File: src/rtl/digit_board_if.sv
// Write-request bus shared by the game-logic (A) and keypad (B) requesters.
interface digit_board_if;
  logic       a_req;
  logic [3:0] a_slot;
  logic [3:0] a_data;
  logic       a_gnt;
  logic       b_req;
  logic [3:0] b_slot;
  logic [3:0] b_data;
  logic       b_gnt;

  modport master (
    output a_req, a_slot, a_data, b_req, b_slot, b_data,
    input  a_gnt, b_gnt
  );

  modport slave (
    input  a_req, a_slot, a_data, b_req, b_slot, b_data,
    output a_gnt, b_gnt
  );
endinterface

File: src/rtl/digit_board_ctrl.sv
// Twelve-slot digit board: round-robin write arbitration into a working copy,
// frame-synchronous publishing to the renderer, optional blinking cursor slot.
module digit_board_ctrl #(
  parameter int unsigned BLINK_FRAMES = 30
) (
  input  logic          clk,
  input  logic          rst,
  input  logic          frame_start,
  input  logic          clr,
  digit_board_if.slave  wr,
  input  logic          cursor_en,
  input  logic [3:0]    cursor_slot,
  output logic [47:0]   numbers_concat,
  output logic          pending
);

  localparam logic [7:0] BlinkLast = 8'(BLINK_FRAMES - 1);

  typedef enum logic [0:0] {StArb, StWrite} state_e;

  state_e      state_q, state_d;
  logic        sel_q, sel_d;    // 1: port B owns the current WRITE
  logic        last_q, last_d;  // 1: B won the most recent grant
  logic        a_gnt_q, a_gnt_d;
  logic        b_gnt_q, b_gnt_d;
  logic [3:0]  working_q [12];
  logic [3:0]  working_d [12];
  logic [47:0] pub_q, pub_d;
  logic        pending_q, pending_d;
  logic [7:0]  cnt_q, cnt_d;
  logic        blink_on_q, blink_on_d;

  logic        win_b;
  logic        wr_en;
  logic        wr_valid;
  logic [3:0]  wr_slot;
  logic [3:0]  wr_data;
  logic        blank_cursor;

  // Arbiter
  always_comb begin
    state_d = state_q;
    sel_d   = sel_q;
    last_d  = last_q;
    a_gnt_d = 1'b0;
    b_gnt_d = 1'b0;
    win_b   = 1'b0;
    unique case (state_q)
      StArb: begin
        if (wr.a_req || wr.b_req) begin
          // On contention the loser of the previous grant goes first
          win_b   = wr.b_req && (!wr.a_req || !last_q);
          sel_d   = win_b;
          last_d  = win_b;
          a_gnt_d = !win_b;
          b_gnt_d = win_b;
          state_d = StWrite;
        end
      end
      StWrite: state_d = StArb;
      default: state_d = StArb;
    endcase
  end

  // Working copy, publishing, blink and pending tracking
  always_comb begin
    wr_en        = (state_q == StWrite);
    wr_slot      = sel_q ? wr.b_slot : wr.a_slot;
    wr_data      = sel_q ? wr.b_data : wr.a_data;
    wr_valid     = wr_en && (wr_slot < 4'd12);
    blank_cursor = cursor_en && (cursor_slot < 4'd12) && !blink_on_q;

    working_d = working_q;
    if (clr) begin
      for (int i = 0; i < 12; i++) working_d[i] = 4'hF;
    end
    if (wr_valid) working_d[wr_slot] = wr_data;

    pub_d      = pub_q;
    cnt_d      = cnt_q;
    blink_on_d = blink_on_q;
    if (frame_start) begin
      for (int i = 0; i < 12; i++) begin
        pub_d[47 - 4*i -: 4] = (blank_cursor && cursor_slot == 4'(i)) ? 4'hF : working_q[i];
      end
      if (cnt_q == BlinkLast) begin
        cnt_d      = 8'd0;
        blink_on_d = !blink_on_q;
      end else begin
        cnt_d = cnt_q + 8'd1;
      end
    end

    if (wr_valid || clr) begin
      pending_d = 1'b1;
    end else if (frame_start) begin
      pending_d = 1'b0;
    end else begin
      pending_d = pending_q;
    end
  end

  always_ff @(posedge clk) begin
    if (rst) begin
      state_q    <= StArb;
      sel_q      <= 1'b0;
      last_q     <= 1'b1;
      a_gnt_q    <= 1'b0;
      b_gnt_q    <= 1'b0;
      for (int i = 0; i < 12; i++) working_q[i] <= 4'hF;
      pub_q      <= 48'hFFFF_FFFF_FFFF;
      pending_q  <= 1'b0;
      cnt_q      <= 8'd0;
      blink_on_q <= 1'b1;
    end else begin
      state_q    <= state_d;
      sel_q      <= sel_d;
      last_q     <= last_d;
      a_gnt_q    <= a_gnt_d;
      b_gnt_q    <= b_gnt_d;
      working_q  <= working_d;
      pub_q      <= pub_d;
      pending_q  <= pending_d;
      cnt_q      <= cnt_d;
      blink_on_q <= blink_on_d;
    end
  end

  assign wr.a_gnt         = a_gnt_q;
  assign wr.b_gnt         = b_gnt_q;
  assign numbers_concat   = pub_q;
  assign pending          = pending_q;

endmodule

File: src/flat_wrapper.sv
// flat-port wrapper written by rule: the top's interface ports become plain ports
module digit_board_ctrl_flat 
#(
  parameter int unsigned BLINK_FRAMES = 30
)
  (clk, rst, frame_start, clr, cursor_en, cursor_slot, numbers_concat, pending, wr_a_req, wr_a_slot, wr_a_data, wr_b_req, wr_b_slot, wr_b_data, wr_a_gnt, wr_b_gnt);
  digit_board_if wr_i ();
  input  logic clk;
  input  logic rst;
  input  logic frame_start;
  input  logic clr;
  input  logic cursor_en;
  input  logic [3:0] cursor_slot;
  output logic [47:0] numbers_concat;
  output logic pending;
  input wire logic [$bits(wr_i.a_req)-1:0] wr_a_req;
  input wire logic [$bits(wr_i.a_slot)-1:0] wr_a_slot;
  input wire logic [$bits(wr_i.a_data)-1:0] wr_a_data;
  input wire logic [$bits(wr_i.b_req)-1:0] wr_b_req;
  input wire logic [$bits(wr_i.b_slot)-1:0] wr_b_slot;
  input wire logic [$bits(wr_i.b_data)-1:0] wr_b_data;
  output wire logic [$bits(wr_i.a_gnt)-1:0] wr_a_gnt;
  output wire logic [$bits(wr_i.b_gnt)-1:0] wr_b_gnt;
  assign wr_i.a_req = wr_a_req;
  assign wr_i.a_slot = wr_a_slot;
  assign wr_i.a_data = wr_a_data;
  assign wr_i.b_req = wr_b_req;
  assign wr_i.b_slot = wr_b_slot;
  assign wr_i.b_data = wr_b_data;
  assign wr_a_gnt = wr_i.a_gnt;
  assign wr_b_gnt = wr_i.b_gnt;
  digit_board_ctrl #(.BLINK_FRAMES(BLINK_FRAMES)) u_core (.clk(clk), .rst(rst), .frame_start(frame_start), .clr(clr), .wr(wr_i), .cursor_en(cursor_en), .cursor_slot(cursor_slot), .numbers_concat(numbers_concat), .pending(pending));
endmodule
File: config.mk
export PLATFORM = sky130hd
export DESIGN_NAME = digit_board_ctrl_flat
export DESIGN_NICKNAME = d
export VERILOG_FILES = /design/src/rtl/digit_board_if.sv /design/src/rtl/digit_board_ctrl.sv /design/src/flat_wrapper.sv
export SDC_FILE = /design/constraint.sdc
export NUM_CORES = 1
export LEC_CHECK = 0
export ABC_CLOCK_PERIOD_IN_PS = 1800
export CORE_UTILIZATION = 25
export CTS_BUF_LIST = sky130_fd_sc_hd__clkbuf_4
export DETAILED_ROUTE_END_ITERATION = 7
export GPL_TIMING_DRIVEN = 0
export PLACE_DENSITY_LB_ADDON = 0.05
export SLEW_MARGIN = 20
export SYNTH_ARGS = -nofsm -noshare
export SYNTH_HDL_FRONTEND = slang
export SYNTH_SLANG_ARGS = --single-unit
export TNS_END_PERCENT = 30
File: constraint.sdc
create_clock -name clk -period 1.8 [get_ports clk]
set_clock_uncertainty 0.05 [all_clocks]
set_input_delay 0.45 -clock clk [delete_from_list [all_inputs] [get_ports clk]]
set_output_delay 0.45 -clock clk [all_outputs]
set_load 0.005 [all_outputs]
==> flow_summary.yaml, run 1 <==
clock_tree:
  cts.sinks: 111
  cts_buffers: 9
  cts_tree: "done"
  cts_root_buf: "clkbuf_4"
  htreeDepth: 3
  clock_latency_ps: 500
  clk_pin_slew_ps: 160
  hold_buffers: 0
  cts_buffer_depth: 2
final_layout:
  final_util: 0.322
  fin_cells: 814
  antennaDiodeCount: 0
  fin_area_um2: 6010
  areaGrowthSynthToFinish_pct: 26.5
  final_layout_size_suffix_gt1_frac: 0.197
  nNetsFinal: 604
synth:
  synth-edff-count: 0
  synth_top_area_share: 0.468
  synthArstFlopShare: 0
  synth.top_cells.by_count: "111 x dfxtp_1, 102 x nor2_1, 53 x a211oi_1, 49 x o21bai_1, 48 x mux2i_1"
  synth_nets: 517
  ys_ff_latch: 111
  syn_area_per_cell_um2: 9.73
  yosysTopAreaCell: "dfxtp_1"
  yosys-top-cells-area: "dfxtp_1 47%, mux2i_1 10%, a211oi_1 8.4%"
  synthCells: 488
  synthFlopType: "dfxtp_1"
  synth.most_common_cell: "dfxtp_1"
  synthDistinctLibCells: 53
  synth_seq_area_share: 0.468
  mappedNetlistArea_um2: 4750
  yosysWarnings: 0
critical_path:
  crit_buf_inv: 3
  max_stage_delay_ps: 590
  required_ps: 2170
  cp_common_cell: "buf_2"
  worstSetupStartpoint: "cursor_slot[3]"
  crit_type: "primary input to flop"
  crit_chain: "clkdlybuf4s50_1 -> nor4bb_1 -> buf_2 -> buf_2 -> a211oi_1 -> o21bai_1"
  cp_slowest_cell: "clkdlybuf4s50_1"
  crit_family: "buffers and inverters"
  critPathMaxFanout: 10
  regToRegStartpoint: "u_core.cnt_q[0]"
  cp.arrival_ps: 2140
  startpoint_type: "primary input"
  critPathCaptureType: "flop"
sta:
  slew_headroom: 0.553
  final_hold_viol_count: 0
  worst_slew_pin_slew_ps: 670
  rsz0062_at_grt: "true"
  hold_slack_ps: 289
  setup_viol: 0
  slew_violations: 0
  clock.fmax_ghz: 0.565
  fin_crit_ps: 1770
  fin_setup_tns_ps: 0
  period_share: 0.984
grt:
  grt_overflow: 0
  grtUsageTotal: 0.155
  grt_max_degree: 17
  grt_pass1_wl_mm: 22.7
  grt_pass1_vias: 3900
  antenna_found_initial: 0
route:
  drc: 0
  dr.pass1.iters: 4
  drtAntennaViolNets: 0
  wl_mm: 14.4
  drt_iter0_drc: 134
  wl_per_cell_um: 17.7
  via_per_inst: 4.70
  vias: 3825
floorplanning:
  ios: 78
  dieArea_um2: 19500
  die_w_um: 140
  start_util: 0.255
  std_cell_rows: 50
  die_h_um: 140
  core-area_um2: 18600
flow_run:
  cap_violations: 0
status:
  status: "finished, final reports clean"
pwr:
  leakagePower_nw: 2.53
  power.density_nw_per_um2: 706
  ir_drop_mv: 0.296
placement:
  io_buffer_count: 76
  place_inst: 798
  hpwl_mm: 10.5
  placed_area_um2: 5800
  place_congestion: 0.735
hold_path:
  hold_path_startpoint: "rst"
  hp-class: "primary input to flop"
==> area by class of cell <==
type	count	area, um^2
Buffer	40	200
Clock buffer	11	82.6
Clock inverter	5	48.8
Fill cell	1966	12600
Inverter	4	15.0
Multi-Input combinational cell	333	2380
Sequential cell	111	2280
Tap cell	234	293
Timing Repair Buffer	76	701
==> metrics by stage <==
| step | setup slack, ps | power [W] |
|---|---|---|
| final | 29.2 | 0.00424 |
| after CTS | -108 | 0.00432 |
| after global routing | -29.0 | 0.00446 |
| after global placement | -796 | 0.00300 |
| after floorplan | 206 | 0.00280 |
| after detailed placement | -833 | 0.00301 |
==> worst paths after layout <==
kind	cells after the start	slack, ps	endpoint
worst max register to register	4	70	u_core.blink_on_q
worst max-delay path	6	30	u_core.numbers_concat[13]
worst min-delay path	2	290	u_core.state_q
worst min register to register	2	460	u_core.cnt_q[7]
==> metal layers <==
layer  share of wire  global-route usage  vias up
met5               0                   0        -
met4          0.0073              0.0278        0
met3           0.034              0.0403        6
met2            0.49               0.263       61
met1            0.47               0.198     1839
li1                -                   -     1919
==> power by group <==
part           switching (W)  internal [W]  total [W]
logic               0.000267      0.000178   0.000445
registers          0.0000238       0.00249    0.00251
clock network       0.000838      0.000446    0.00128
total                0.00113       0.00311    0.00424
==> placed cells by master (no fill, tap or decap), drive strengths merged, types with 2 or more instances in the layout <==
| cell type | instances |
|---|---|
| and4b | 2 |
| a21oi | 7 |
| nor3b | 4 |
| clkdlybuf4s50 | 25 |
| dfxtp | 111 |
| and4bb | 3 |
| o21bai | 49 |
| nand4 | 2 |
| clkbuf | 38 |
| ha | 2 |
| or3 | 3 |
| clkinv | 4 |
| nor2b | 6 |
| dlygate4sd2 | 50 |
| a211oi | 53 |
| nor2 | 102 |
| nor3 | 4 |
| o211ai | 2 |
| and3b | 2 |
| o22ai | 9 |
| inv | 4 |
| mux2i | 48 |
| o21ai | 3 |
| nor4bb | 2 |
| nor4b | 2 |
| nand2 | 9 |
| buf | 13 |
==> kinds of logic (layout without fill, tap and decap cells) <==
| family | count (synthesis) | count (layout) | synth area share |
|---|---|---|---|
| compound gates | 131 | 131 | 0.218 |
| simple gates | 150 | 150 | 0.164 |
| buf+inv | 44 | 136 | 0.0401 |
| fa+ha+maj | 2 | 2 | 0.00527 |
| mux | 48 | 48 | 0.101 |
| xor+xnor | 2 | 2 | 0.00369 |
| flops | 111 | 111 | 0.468 |
==> repair_timing <==
action / 4_1_cts / 5_1_grt
setup endpoints to repair: 116 / 55
resized for setup: 113 / 15
buffers inserted: 0 / 0
Power figures use the tool's default switching activity.
==> run 2: changes to the inputs <==
- HOLD_SLACK_MARGIN: default -> 0.05
- MAX_ROUTING_LAYER: default -> met4
==> run 2 against run 1 <==
Net effect:
- hold slack worse by 8.9 ps
- power is 0.23% higher
- clock power hardly changed
- die area stayed put
- via count hardly changed
- combinational power hardly changed
- setup slack better by 11 ps
- sequential share of layout area stayed put
- critical endpoint is now u_core.numbers_concat[20]
- sequential cell count stayed put
- register-to-register slack hardly changed
- critical path depth is 1 lower
- final cell count stayed put
==> flow_summary.yaml, run 2 (synthesis results as in run 1) <==
sta:
  fin_setup_tns_ps: 0
  setup_viol: 0
  clock.fmax_ghz: 0.568
  slew_violations: 0
  period_share: 0.978
  slew_headroom: 0.551
  worst_slew_pin_slew_ps: 674
  rsz0062_at_grt: "true"
  fin_crit_ps: 1760
  final_hold_viol_count: 0
clock_tree:
  cts_buffer_depth: 2
  clk_pin_slew_ps: 170
  cts_root_buf: "clkbuf_4"
  cts.sinks: 111
  cts_tree: "done"
  clock_latency_ps: 500
  post-cts-setup-buffers: 0
  htreeDepth: 3
  cts_buffers: 9
final_layout:
  final_cell_mix: "102 x nor2_1, 61 x dfxtp_1, 50 x dlygate4sd2_1, 50 x dfxtp_2, 49 x a211oi_1"
  fillers: 1966
  areaGrowthSynthToFinish_pct: 26.5
  fin_cells: 814
  nNetsFinal: 604
  final_layout_size_suffix_gt1_frac: 0.197
  antennaDiodeCount: 0
  final_common_cell: "nor2_1"
route:
  drt_iter0_drc: 145
  dr.pass1.iters: 4
  via_per_inst: 4.70
  drtAntennaViolNets: 0
  wl_mm: 14.4
  wl_per_cell_um: 17.7
  drc: 0
  vias: 3823
hold_path:
  hp-class: "primary input to flop"
status:
  status: "finished, final reports clean"
placement:
  place_congestion: 0.744
  place_inst: 798
  hpwl_mm: 10.5
  io_buffer_count: 76
floorplanning:
  start_util: 0.255
  ios: 78
  core-area_um2: 18600
  dieArea_um2: 19500
  die_w_um: 140
  die_h_um: 140
  std_cell_rows: 50
critical_path:
  startpoint_type: "primary input"
  max_stage_delay_ps: 540
  required_ps: 2180
  cp.arrival_ps: 2140
  crit_type: "primary input to flop"
  crit_chain: "clkdlybuf4s50_1 -> nor2b_1 -> clkbuf_1 -> a211oi_1 -> o21bai_1"
  critPathMaxFanout: 10
  critPathCaptureType: "flop"
  cp_slowest_cell: "clkdlybuf4s50_1"
pwr:
  ir_drop_mv: 0.297
  leakagePower_nw: 2.53
  power.density_nw_per_um2: 707
grt:
  grt_pass1_vias: 3902
  grt_overflow: 0
  grt_pass1_wl_mm: 22.7
  grt_max_degree: 17
  antenna_found_initial: 0
  grtUsageTotal: 0.160
flow_run:
  cap_violations: 0
[run 2: cell counts in the layout (fill, tap and decap cells not counted)]
No cell type changed its count.
[run 2: timing repair]
item                                   CTS  global route
resized for setup                      113            15
endpoints found under the hold margin    0             0
setup endpoints to repair              116            55
hold buffers                             0             0
[run 2: path summary, 6_finish.rpt]
check	cells after the start	start	slack [ps]	end
worst max-delay path	5	cursor_slot[1]	40	u_core.numbers_concat[20]
worst min-delay path	2	rst	280	u_core.state_q
worst max register to register	4	u_core.cnt_q[0]	70	u_core.blink_on_q
worst min register to register	2	u_core.working_q[41]	460	u_core.numbers_concat[41]
[run 2: per-layer routing]
layer	vias to the layer above	wire, um	global-route usage
li1	1920	-	-
met3	7	452	0.0392
met1	1833	6820	0.199
met4	0	91	0.0278
met2	63	7060	0.263
met5	-	0	-
[run 2: through the flow]
stage / total power, W / setup slack, ps / util / area (um^2) / hold slack [ps]
2_1_floorplan: 0.00280 / 206 / - / 4750 / 402
3_3_place_gp: 0.00300 / -796 / 0.311 / 5800 / 414
4_1_cts: 0.00432 / -108 / 0.321 / 5990 / 270
5_1_grt: 0.00446 / -29.0 / 0.322 / 6010 / 263
3_5_place_dp: 0.00301 / -833 / 0.311 / 5800 / 429
6_report: 0.00425 / 39.8 / 0.322 / 6010 / 281
[run 2: final cells by class]
class	instances	area (um^2)	share of cell area
multi-input cells	333	2380	0.397
flip-flops and latches	111	2280	0.380
repair buffers	76	701	0.117
well taps	234	293	0.0487
plain buffers	40	200	0.0333
clock buffers	11	82.6	0.0137
clock inverters	5	48.8	0.00812
inverters	4	15.0	0.00250
[run 2: critical path: cells and delay by family]
family	cells	cell delay, ps
compound gates	2	370
buf+inv	2	1070
simple gates	1	250
[run 2: power by group]
part | switching, W | internal, W
registers | 0.0000240 | 0.00249
logic | 0.000267 | 0.000178
clock network | 0.000848 | 0.000446
total | 0.00114 | 0.00311
